$ cat src/rtl/wb_queue_if.sv
// Writeback queue bus: producer handshake, register file write port,
// occupancy and the two bypass lookup ports. clk/rst stay outside.
//
// Handshake: an entry moves from producer to queue at a rising edge where
// in_valid and in_ready are both high. in_valid/in_addr/in_data must stay
// stable while in_valid is high and in_ready is low. The register file side
// has no ready: it refuses a write by raising hold, and the head is consumed
// at every rising edge where rf_en is high.
interface wb_queue_if #(
  parameter int width = 32,
  parameter int depth = 4
);
  logic                     in_valid;
  logic                     in_ready;
  logic [4:0]               in_addr;
  logic [width-1:0]         in_data;
  logic                     hold;
  logic                     rf_en;
  logic [4:0]               write_addr;
  logic [width-1:0]         write_data;
  logic [$clog2(depth):0]   count;
  logic [4:0]               read_addr_a;
  logic [4:0]               read_addr_b;
  logic                     byp_hit_a;
  logic                     byp_hit_b;
  logic [width-1:0]         byp_data_a;
  logic [width-1:0]         byp_data_b;

  // Producer / register-file / test side.
  modport master (
    output in_valid, in_addr, in_data, hold, read_addr_a, read_addr_b,
    input  in_ready, rf_en, write_addr, write_data, count,
           byp_hit_a, byp_hit_b, byp_data_a, byp_data_b
  );

  // Queue side.
  modport slave (
    input  in_valid, in_addr, in_data, hold, read_addr_a, read_addr_b,
    output in_ready, rf_en, write_addr, write_data, count,
           byp_hit_a, byp_hit_b, byp_data_a, byp_data_b
  );
endinterface

$ cat src/rtl/wb_queue.sv
// Writeback queue: buffers register file writes while the write port is
// held off, and presents the oldest entry to the register file.
// Optional feature macro: WB_BYPASS_EN enables the bypass lookup that lets
// readers see values still waiting in the queue (newest match wins).
module wb_queue #(
  parameter int width = 32,
  parameter int depth = 4
) (
  input  logic        clk,
  input  logic        rst,
  wb_queue_if.slave   bus
);
  localparam int aw = $clog2(depth);
  localparam logic [aw:0] depth_c = (aw + 1)'(depth);

  logic [4:0]       addr_mem [depth];
  logic [width-1:0] data_mem [depth];
  logic [aw-1:0]    rd_ptr;
  logic [aw-1:0]    wr_ptr;
  logic [aw:0]      cnt;

  logic in_ready;
  logic accept;
  logic push;
  logic pop;

  // Accept only when not full and not in reset; address 0 completes the
  // handshake but is dropped because register 0 is never written.
  assign in_ready = !rst && (cnt < depth_c);
  assign accept   = bus.in_valid && in_ready;
  assign push     = accept && (bus.in_addr != 5'd0);
  assign pop      = (cnt != '0) && !bus.hold && !rst;

  assign bus.in_ready   = in_ready;
  assign bus.rf_en      = pop;
  assign bus.count      = cnt;
  assign bus.write_addr = (cnt != '0) ? addr_mem[rd_ptr] : 5'd0;
  assign bus.write_data = (cnt != '0) ? data_mem[rd_ptr] : '0;

  // Pointer and occupancy update; pointers wrap naturally at depth.
  always_ff @(posedge clk) begin
    if (rst) begin
      rd_ptr <= '0;
      wr_ptr <= '0;
      cnt    <= '0;
    end else begin
      if (push) wr_ptr <= wr_ptr + aw'(1);
      if (pop)  rd_ptr <= rd_ptr + aw'(1);
      case ({push, pop})
        2'b10:   cnt <= cnt + (aw + 1)'(1);
        2'b01:   cnt <= cnt - (aw + 1)'(1);
        default: cnt <= cnt;
      endcase
    end
  end

  // Entry storage; contents are meaningful only below the occupancy count.
  always_ff @(posedge clk) begin
    if (push) begin
      addr_mem[wr_ptr] <= bus.in_addr;
      data_mem[wr_ptr] <= bus.in_data;
    end
  end

`ifdef WB_BYPASS_EN
  logic [aw-1:0]    idx;
  logic             hit_a;
  logic             hit_b;
  logic [width-1:0] data_a;
  logic [width-1:0] data_b;

  // Scan stored entries oldest to newest so the last match is the newest.
  // The in-flight offer is not stored yet and so never matches; the head is
  // still stored during its write cycle and so does.
  always_comb begin
    idx    = '0;
    hit_a  = 1'b0;
    hit_b  = 1'b0;
    data_a = '0;
    data_b = '0;
    for (int i = 0; i < depth; i++) begin
      idx = rd_ptr + aw'(i);
      if ((aw + 1)'(i) < cnt) begin
        if (bus.read_addr_a != 5'd0 && addr_mem[idx] == bus.read_addr_a) begin
          hit_a  = 1'b1;
          data_a = data_mem[idx];
        end
        if (bus.read_addr_b != 5'd0 && addr_mem[idx] == bus.read_addr_b) begin
          hit_b  = 1'b1;
          data_b = data_mem[idx];
        end
      end
    end
  end

  assign bus.byp_hit_a  = hit_a;
  assign bus.byp_hit_b  = hit_b;
  assign bus.byp_data_a = data_a;
  assign bus.byp_data_b = data_b;
`else
  logic unused_read_addr;
  assign unused_read_addr = ^{bus.read_addr_a, bus.read_addr_b};

  assign bus.byp_hit_a  = 1'b0;
  assign bus.byp_hit_b  = 1'b0;
  assign bus.byp_data_a = '0;
  assign bus.byp_data_b = '0;
`endif
endmodule

$ cat src/flat_wrapper.sv
// flat-port wrapper written by rule: the top's interface ports become plain ports
module wb_queue_flat 
#(
  parameter int width = 32,
  parameter int depth = 4
)
  (clk, rst, bus_in_valid, bus_in_addr, bus_in_data, bus_hold, bus_read_addr_a, bus_read_addr_b, bus_in_ready, bus_rf_en, bus_write_addr, bus_write_data, bus_count, bus_byp_hit_a, bus_byp_hit_b, bus_byp_data_a, bus_byp_data_b);
  wb_queue_if #(.width(width), .depth(depth)) bus_i ();
  input  logic clk;
  input  logic rst;
  input wire logic [$bits(bus_i.in_valid)-1:0] bus_in_valid;
  input wire logic [$bits(bus_i.in_addr)-1:0] bus_in_addr;
  input wire logic [$bits(bus_i.in_data)-1:0] bus_in_data;
  input wire logic [$bits(bus_i.hold)-1:0] bus_hold;
  input wire logic [$bits(bus_i.read_addr_a)-1:0] bus_read_addr_a;
  input wire logic [$bits(bus_i.read_addr_b)-1:0] bus_read_addr_b;
  output wire logic [$bits(bus_i.in_ready)-1:0] bus_in_ready;
  output wire logic [$bits(bus_i.rf_en)-1:0] bus_rf_en;
  output wire logic [$bits(bus_i.write_addr)-1:0] bus_write_addr;
  output wire logic [$bits(bus_i.write_data)-1:0] bus_write_data;
  output wire logic [$bits(bus_i.count)-1:0] bus_count;
  output wire logic [$bits(bus_i.byp_hit_a)-1:0] bus_byp_hit_a;
  output wire logic [$bits(bus_i.byp_hit_b)-1:0] bus_byp_hit_b;
  output wire logic [$bits(bus_i.byp_data_a)-1:0] bus_byp_data_a;
  output wire logic [$bits(bus_i.byp_data_b)-1:0] bus_byp_data_b;
  assign bus_i.in_valid = bus_in_valid;
  assign bus_i.in_addr = bus_in_addr;
  assign bus_i.in_data = bus_in_data;
  assign bus_i.hold = bus_hold;
  assign bus_i.read_addr_a = bus_read_addr_a;
  assign bus_i.read_addr_b = bus_read_addr_b;
  assign bus_in_ready = bus_i.in_ready;
  assign bus_rf_en = bus_i.rf_en;
  assign bus_write_addr = bus_i.write_addr;
  assign bus_write_data = bus_i.write_data;
  assign bus_count = bus_i.count;
  assign bus_byp_hit_a = bus_i.byp_hit_a;
  assign bus_byp_hit_b = bus_i.byp_hit_b;
  assign bus_byp_data_a = bus_i.byp_data_a;
  assign bus_byp_data_b = bus_i.byp_data_b;
  wb_queue #(.width(width), .depth(depth)) u_core (.clk(clk), .rst(rst), .bus(bus_i));
endmodule
$ cat config.mk
export PLATFORM = sky130hd
export DESIGN_NAME = wb_queue_flat
export DESIGN_NICKNAME = d
export VERILOG_FILES = /design/src/rtl/wb_queue_if.sv /design/src/rtl/wb_queue.sv /design/src/flat_wrapper.sv
export SDC_FILE = /design/constraint.sdc
export NUM_CORES = 1
export LEC_CHECK = 0
export ABC_AREA = 1
export CORE_ASPECT_RATIO = 0.6
export CORE_UTILIZATION = 24
export CTS_BUF_LIST = sky130_fd_sc_hd__clkbuf_4 sky130_fd_sc_hd__clkbuf_8
export CTS_CLUSTER_SIZE = 20
export DETAILED_ROUTE_END_ITERATION = 8
export MAX_ROUTING_LAYER = met4
export PLACE_DENSITY = 0.41
export SYNTH_ARGS = -nofsm -noshare
export SYNTH_HDL_FRONTEND = slang
export SYNTH_SLANG_ARGS = --single-unit
$ cat constraint.sdc
create_clock -name clk -period 4.2 [get_ports clk]
set_input_delay 1.26 -clock clk [delete_from_list [all_inputs] [get_ports clk]]
set_output_delay 1.26 -clock clk [all_outputs]
set_load 0.05 [all_outputs]
==> results of run 1 <==
## routing by layer
| metal | share of wire [%] | vias up |
|---|---|---|
| met5 | 0 | - |
| met4 | 1.1 | 0 |
| met3 | 4.8 | 13 |
| met2 | 48 | 82 |
| met1 | 46 | 2014 |
| li1 | - | 2024 |
## worst min path at each step
stage / startpoint / endpoint / slack, ns
2_1_floorplan: u_core.rd_ptr[0] / flip-flop / 0.49
3_3_place_gp: u_core.rd_ptr[1] / flip-flop / 0.50
3_5_place_dp: u_core.rd_ptr[1] / flip-flop / 0.52
4_1_cts: u_core.rd_ptr[1] / flip-flop / 0.54
5_1_grt: u_core.wr_ptr[1] / u_core.wr_ptr[1] / 0.57
6_report: u_core.rd_ptr[1] / flip-flop / 0.53
## worst max-delay path, stage by stage, from the launching register on
cell and delay (ns):
sky130_fd_sc_hd__dfxtp_4 0.52, sky130_fd_sc_hd__inv_2 0.54, sky130_fd_sc_hd__buf_12 0.30, sky130_fd_sc_hd__o21ai_0 0.13
sky130_fd_sc_hd__a21oi_1 0.37, sky130_fd_sc_hd__buf_12 0.20
## power groups by stage
stage / Sequential, mW / Combinational [mW] / Clock [mW]
after floorplan: 1.82 / 0.704 / 0
after global placement: 1.83 / 1.14 / 0
after detailed placement: 1.83 / 1.14 / 0
after CTS: 1.79 / 1.15 / 1.16
after global routing: 1.80 / 1.20 / 1.22
final: 1.79 / 1.13 / 1.12
## registers in the layout (all words and copies together), names as in the netlist, named ones only
register          flops
u_core.data_mem     128
u_core.addr_mem      20
u_core.rd_ptr         2
u_core.wr_ptr         2
u_core.bus.count      3
## cells in the mapped netlist
master | count | area share (%)
sky130_fd_sc_hd__nor2_1 | 163 | 9.1
sky130_fd_sc_hd__clkbuf_2 | 4 | 0.30
sky130_fd_sc_hd__inv_1 | 21 | 1.2
sky130_fd_sc_hd__buf_6 | 6 | 1.0
sky130_fd_sc_hd__fa_1 | 1 | 0.30
sky130_fd_sc_hd__nand3_1 | 5 | 0.37
sky130_fd_sc_hd__clkbuf_1 | 5 | 0.28
sky130_fd_sc_hd__buf_1 | 2 | 0.11
sky130_fd_sc_hd__dfxtp_1 | 9 | 2.7
sky130_fd_sc_hd__buf_4 | 68 | 7.6
sky130_fd_sc_hd__ha_1 | 5 | 0.93
sky130_fd_sc_hd__nand4_1 | 1 | 0.093
sky130_fd_sc_hd__nor3_1 | 1 | 0.074
sky130_fd_sc_hd__o21ai_0 | 35 | 2.6
sky130_fd_sc_hd__a21oi_1 | 42 | 3.1
sky130_fd_sc_hd__buf_2 | 8 | 0.59
sky130_fd_sc_hd__o21ai_1 | 41 | 3.0
sky130_fd_sc_hd__edfxtp_1 | 148 | 66
sky130_fd_sc_hd__conb_1 | 1 | 0.056
sky130_fd_sc_hd__inv_2 | 2 | 0.11
sky130_fd_sc_hd__nand2_1 | 12 | 0.67
## layout by cell type (no fill, tap or decap)
cell,count
sky130_fd_sc_hd__a21oi_1,42
sky130_fd_sc_hd__buf_12,42
sky130_fd_sc_hd__buf_4,7
sky130_fd_sc_hd__bufinv_16,2
sky130_fd_sc_hd__clkbuf_4,3
sky130_fd_sc_hd__clkbuf_8,19
sky130_fd_sc_hd__clkdlybuf4s50_1,43
sky130_fd_sc_hd__clkinv_2,3
sky130_fd_sc_hd__clkinv_4,2
sky130_fd_sc_hd__clkinvlp_4,3
sky130_fd_sc_hd__conb_1,66
sky130_fd_sc_hd__dfxtp_1,7
sky130_fd_sc_hd__dfxtp_2,1
sky130_fd_sc_hd__dfxtp_4,1
sky130_fd_sc_hd__diode_2,2
sky130_fd_sc_hd__edfxtp_1,148
sky130_fd_sc_hd__fa_1,1
sky130_fd_sc_hd__ha_1,5
sky130_fd_sc_hd__inv_1,20
sky130_fd_sc_hd__inv_2,3
sky130_fd_sc_hd__nand2_1,12
sky130_fd_sc_hd__nand3_1,5
sky130_fd_sc_hd__nand4_1,1
sky130_fd_sc_hd__nor2_1,159
sky130_fd_sc_hd__nor2_4,4
sky130_fd_sc_hd__nor3_1,1
sky130_fd_sc_hd__o21ai_0,35
sky130_fd_sc_hd__o21ai_1,41
## per-stage QoR
step | cell area (sq um) | hold WS (ns) | worst slack [ns] | total power, mW | instances
after floorplan | 6990 | 0.488 | 0.358 | 2.52 | 645
after global placement | 8140 | 0.504 | 0.578 | 2.96 | 1011
after detailed placement | 8140 | 0.524 | 0.555 | 2.97 | 1011
after CTS | 8540 | 0.537 | 0.286 | 4.10 | 1043
after global routing | 8550 | 0.570 | 0.177 | 4.21 | 1045
final | 8550 | 0.534 | 0.370 | 4.04 | 1045
## final cells by class
class / count / area (sq um)
clock inverters: 10 / 115
fillers: 2732 / 19000
flip-flops and latches: 157 / 4630
repair buffers: 92 / 1320
well taps: 367 / 459
diodes: 2 / 5.00
clock buffers: 22 / 284
inverters: 23 / 86.3
multi-input cells: 372 / 1640
## logic make-up after synthesis
| kind of cell | Yosys count | share of synthesized area, % |
|---|---|---|
| DFF | 157 | 68.6 |
| AOI/OAI and AO/OA | 118 | 8.76 |
| adders and majority gates | 6 | 1.22 |
| other | 1 | 0.0556 |
| and+or+nand+nor | 182 | 10.3 |
| buffers and inverters | 116 | 11.1 |
==> flow_summary.ini, run 1 <==
[route]
route.vias.total = 4133
drc_errors = 0
dr.first_iter.drc_count = 229
routed_wire_length_per_instance_microns = 15.1
drtPass1Iterations = 4
routed_wl_microns = 15700
detail_route.vias_per_cell = 3.96
number_of_routed_nets_with_antenna_violations = 0

[yosys]
synth_seq_area_share_pct = 68.6
synthesis.area_sq_um = 6750
post_synthesis_average_cell_area_sq_um = 11.6
ys_types = 21
yosys_reg_bits = 157
synth.yosys.warnings = 0
post_synthesis_instance_total = 580

[grt]
largest_net_degree_at_the_start_of_global_routing = 45
use_met3_pct = 3.46
grt_first_pass_wirelength_microns = 23300
grt_pass1_vias = 4031
busiest_layer = met2
globalRouteMet1Util_pct = 14.2
grt_antenna_before_repair = 2
grtUsageMet2_pct = 18.2
grt_use_total_pct = 11.6
overflow = 0

[timing]
worstMarginPinSlew_ns = 0.953
unrepaired_setup_endpoints_after_global_routing = false
post-route-min-period_ns = 3.83
timing.final.crit_share_pct = 91.2
setup_total_negative_slack_ns = 0
timing.final.setup_violations = 0
timing_max_transition_violations_final = 0
number_of_endpoints_with_negative_hold_slack_in_the_final_report = 0
finClkSkew_ns = 0.0127
timing.max_slew.rel_slack_pct = 36.3
timing.fmax_mhz = 261

[pwr]
leakage_nw = 3.03
p_switching_mw = 1.31
power.ir.vdd_worst_mv = 0.204
power_report.internal_total_mw = 2.73
power_density_nw_per_um2 = 473
clock_power_share_pct = 27.7
sw_frac_of_total_pct = 32.4
pwr-share-comb_pct = 28.0
share_seq_of_total_power_pct = 44.3

[floorplanning]
die_y_microns = 132
floorplan.die_area_sq_um = 28800
pin_count = 159
core_area_sq_um = 27600
die_w_microns = 218
core.rowCount = 47
effective_utilization_at_floorplan_pct = 24.5

[clocking]
cts-root-to-sink-buffers = 2
cts.root.buffer_cell = sky130_fd_sc_hd__clkbuf_8
tritoncts_num_sinks = 157
holdBufCountCts = 0
cts_tree = yes
postCtsSetupBuffers = 0
cts_buffers = 17
cts_resized = 0
clk_transition_reported_paths_ns = 0.08
insertion_delay_ns = 0.46
htreeDepth = 4

[run]
maxCapViolCount = 0

[placement]
post_detailed_placement_half_perimeter_wirelength_microns = 9060
place.port_buffers = 82
routabilityCongestion = 0.697

[layout]
drive_above_1_share_pct = 13.3
syn2layout_area_growth_pct = 26.7
num-nets-final = 720
fin_util_pct = 31.0

[setup_path]
worst_path_required_time_ns = 2.94
crit_path_end = bus_write_data[16]
worstPathMaxFanout = 44
reg2reg_slack_ns = 1.57
worst-endpoint-arrival_ns = 2.57
r2r-end = u_core.bus.count[2]
cp-end-kind = output port
worstSetupPathType = flip-flop to output port
rr_startpoint = u_core.bus.count[0]
r2r.worst_path.cells = 13
start_kind = flip-flop

[hold_path]
min_path_cells = 4
timing.hold.worst.class = flip-flop to flip-flop

[status]
outcome = complete, no violations
(Power assumes the default switching activity.)
==> run 2, diff against run 1 <==
- CELL_PAD_IN_SITES_DETAIL_PLACEMENT: unset -> 0
- CELL_PAD_IN_SITES_GLOBAL_PLACEMENT: unset -> 2
- PLACE_DENSITY: 0.41 -> 0.59
==> run 2 against run 1 <==
  * Sequential power is essentially flat
  * Clock power grew 6%
  * Worst setup slack improved by 0.078 ns
  * Register-to-register slack gained 0.29 ns
==> flow_summary.ini, run 2 (synthesis results as in run 1) <==
[timing]
number_of_endpoints_with_negative_hold_slack_in_the_final_report = 0
setup_total_negative_slack_ns = 0
unrepaired_setup_endpoints_after_global_routing = false
timing_max_transition_violations_final = 0
post-route-min-period_ns = 3.75
fin_hold_ws_ns = 0.533
worstMarginPinSlew_ns = 0.912
timing.max_slew.rel_slack_pct = 39.1
finClkSkew_ns = 0.0157
timing.final.setup_violations = 0
final.setup.worst_slack_ns = 0.448
timing.fmax_mhz = 267
timing.final.crit_share_pct = 89.3

[pwr]
leakage_nw = 3.04
power_density_nw_per_um2 = 482
power.ir.vdd_worst_mv = 0.196

[route]
routed_wire_length_per_instance_microns = 15.2
dr.first_iter.drc_count = 184
drtPass1Iterations = 5
detail_route.vias_per_cell = 3.94
drc_errors = 0
route.vias.total = 4134
number_of_routed_nets_with_antenna_violations = 0
routed_wl_microns = 16000

[run]
maxCapViolCount = 0

[clocking]
insertion_delay_ns = 0.45
cts_buffers = 17
clk_transition_reported_paths_ns = 0.09
cts-root-to-sink-buffers = 2
cts_tree = yes
htreeDepth = 4
postCtsSetupBuffers = 0
cts.root.buffer_cell = sky130_fd_sc_hd__clkbuf_8
tritoncts_num_sinks = 157
holdBufCountCts = 0
cts_resized = 0

[floorplanning]
die_w_microns = 218
effective_utilization_at_floorplan_pct = 24.5
die_y_microns = 132
pin_count = 159
core.rowCount = 47
floorplan.die_area_sq_um = 28800
core_area_sq_um = 27600

[layout]
regMostFlops = u_core.data_mem
n_fill_cell = 2761
mostFrequentLayoutCell = sky130_fd_sc_hd__nor2_1
num-nets-final = 724
syn2layout_area_growth_pct = 26.0
layout_common_cells = 159 x sky130_fd_sc_hd__nor2_1, 148 x sky130_fd_sc_hd__edfxtp_1, 66 x sky130_fd_sc_hd__conb_1
flip_flop_count_of_the_largest_register_all_copies_and_words_added = 128
drive_above_1_share_pct = 13.5
fin_util_pct = 30.8

[placement]
dp_slack_ns = 0.660
routabilityCongestion = 0.682
post_detailed_placement_half_perimeter_wirelength_microns = 9580
place.port_buffers = 82

[grt]
grt_pass1_vias = 4144
largest_net_degree_at_the_start_of_global_routing = 43
overflow = 0
grt_antenna_before_repair = 1
grt_first_pass_wirelength_microns = 23900
grt_use_total_pct = 11.8

[setup_path]
cp-end-kind = output port
path_delay_family = buffers and inverters
worst_path_required_time_ns = 2.94
crit_slowest_cell = sky130_fd_sc_hd__inv_2
rr_startpoint = u_core.bus.count[0]
worstPathMaxFanout = 42
start_kind = flip-flop
worst-endpoint-arrival_ns = 2.49
critPathBufInv = 3
reg2reg_slack_ns = 1.86
critPathMostFrequentCell = sky130_fd_sc_hd__buf_12
worstSetupPathType = flip-flop to output port
slowest_stage_delay_on_critical_path_ns = 0.50
worstPathCellList = inv_2, buf_12, o21ai_0, a21oi_1, buf_12

[hold_path]
timing.hold.worst.class = flip-flop to flip-flop
holdCritStartpoint = u_core.rd_ptr[1]

[status]
outcome = complete, no violations
-- run 2: cell types whose count changed in the layout (fill, tap and decap cells not counted) --
cell / previous run / this run
sky130_fd_sc_hd__bufinv_16: 2 / 4
sky130_fd_sc_hd__clkbuf_8: 19 / 17
sky130_fd_sc_hd__clkinv_2: 3 / 4
sky130_fd_sc_hd__clkbuf_4: 3 / 2
sky130_fd_sc_hd__buf_4: 7 / 19
sky130_fd_sc_hd__diode_2: 2 / 1
sky130_fd_sc_hd__clkinvlp_4: 3 / 1
sky130_fd_sc_hd__buf_12: 42 / 34
sky130_fd_sc_hd__clkinv_1: 0 / 2
-- run 2: cell type report --
| type | instances | area (sq um) | area share, % |
|---|---|---|---|
| Clock inverter | 13 | 173 | 2.03 |
| Tap cell | 367 | 459 | 5.40 |
| Antenna cell | 1 | 2.50 | 0.0295 |
| Multi-Input combinational cell | 372 | 1640 | 19.3 |
| Inverter | 23 | 86.3 | 1.02 |
| Timing Repair Buffer | 96 | 1250 | 14.8 |
| Clock buffer | 19 | 249 | 2.93 |
| Sequential cell | 157 | 4630 | 54.5 |
-- run 2: power breakdown --
part	switching, mW	total, mW	internal [mW]
Sequential	0.0314	1.79	1.76
Clock	0.542	1.19	0.653
Combinational	0.730	1.11	0.380
Total	1.30	4.09	2.79
-- run 2: metrics by stage --
stage | instance area, sq um | instances | power [mW]
after detailed placement | 8070 | 1015 | 2.95
after floorplan | 6990 | 645 | 2.52
after global placement | 8070 | 1015 | 2.94
after global routing | 8500 | 1048 | 4.28
final | 8500 | 1048 | 4.09
after CTS | 8490 | 1047 | 4.15
-- run 2: per-layer routing --
metal  share of wire (%)  wire length (microns)  GRT usage [%]  vias up
met2                  50                   7920           19.0       75
met1                  45                   7200           14.2     2015
met5                   0                      0              -        -
li1                    -                      -              -     2032
met3                 4.5                    723           4.04       12
met4                0.75                    119           2.45        0
-- run 2: worst reg2reg max path: cells and delay by family (launching register included) --
| family | cells | cell delay [ns] |
|---|---|---|
| AND/OR/NAND/NOR | 7 | 0.78 |
| adder cells (fa/ha/maj) | 2 | 0.60 |
| buffers and inverters | 4 | 0.51 |
| flip-flops | 1 | 0.36 |
-- run 2: final timing paths --
| kind | to | cells past startpoint |
|---|---|---|
| setup / recovery | bus_write_data[31] | 5 |
| hold / removal | flip-flop | 4 |
| setup reg to reg | u_core.bus.count[2] | 13 |
| hold reg to reg | flip-flop | 4 |
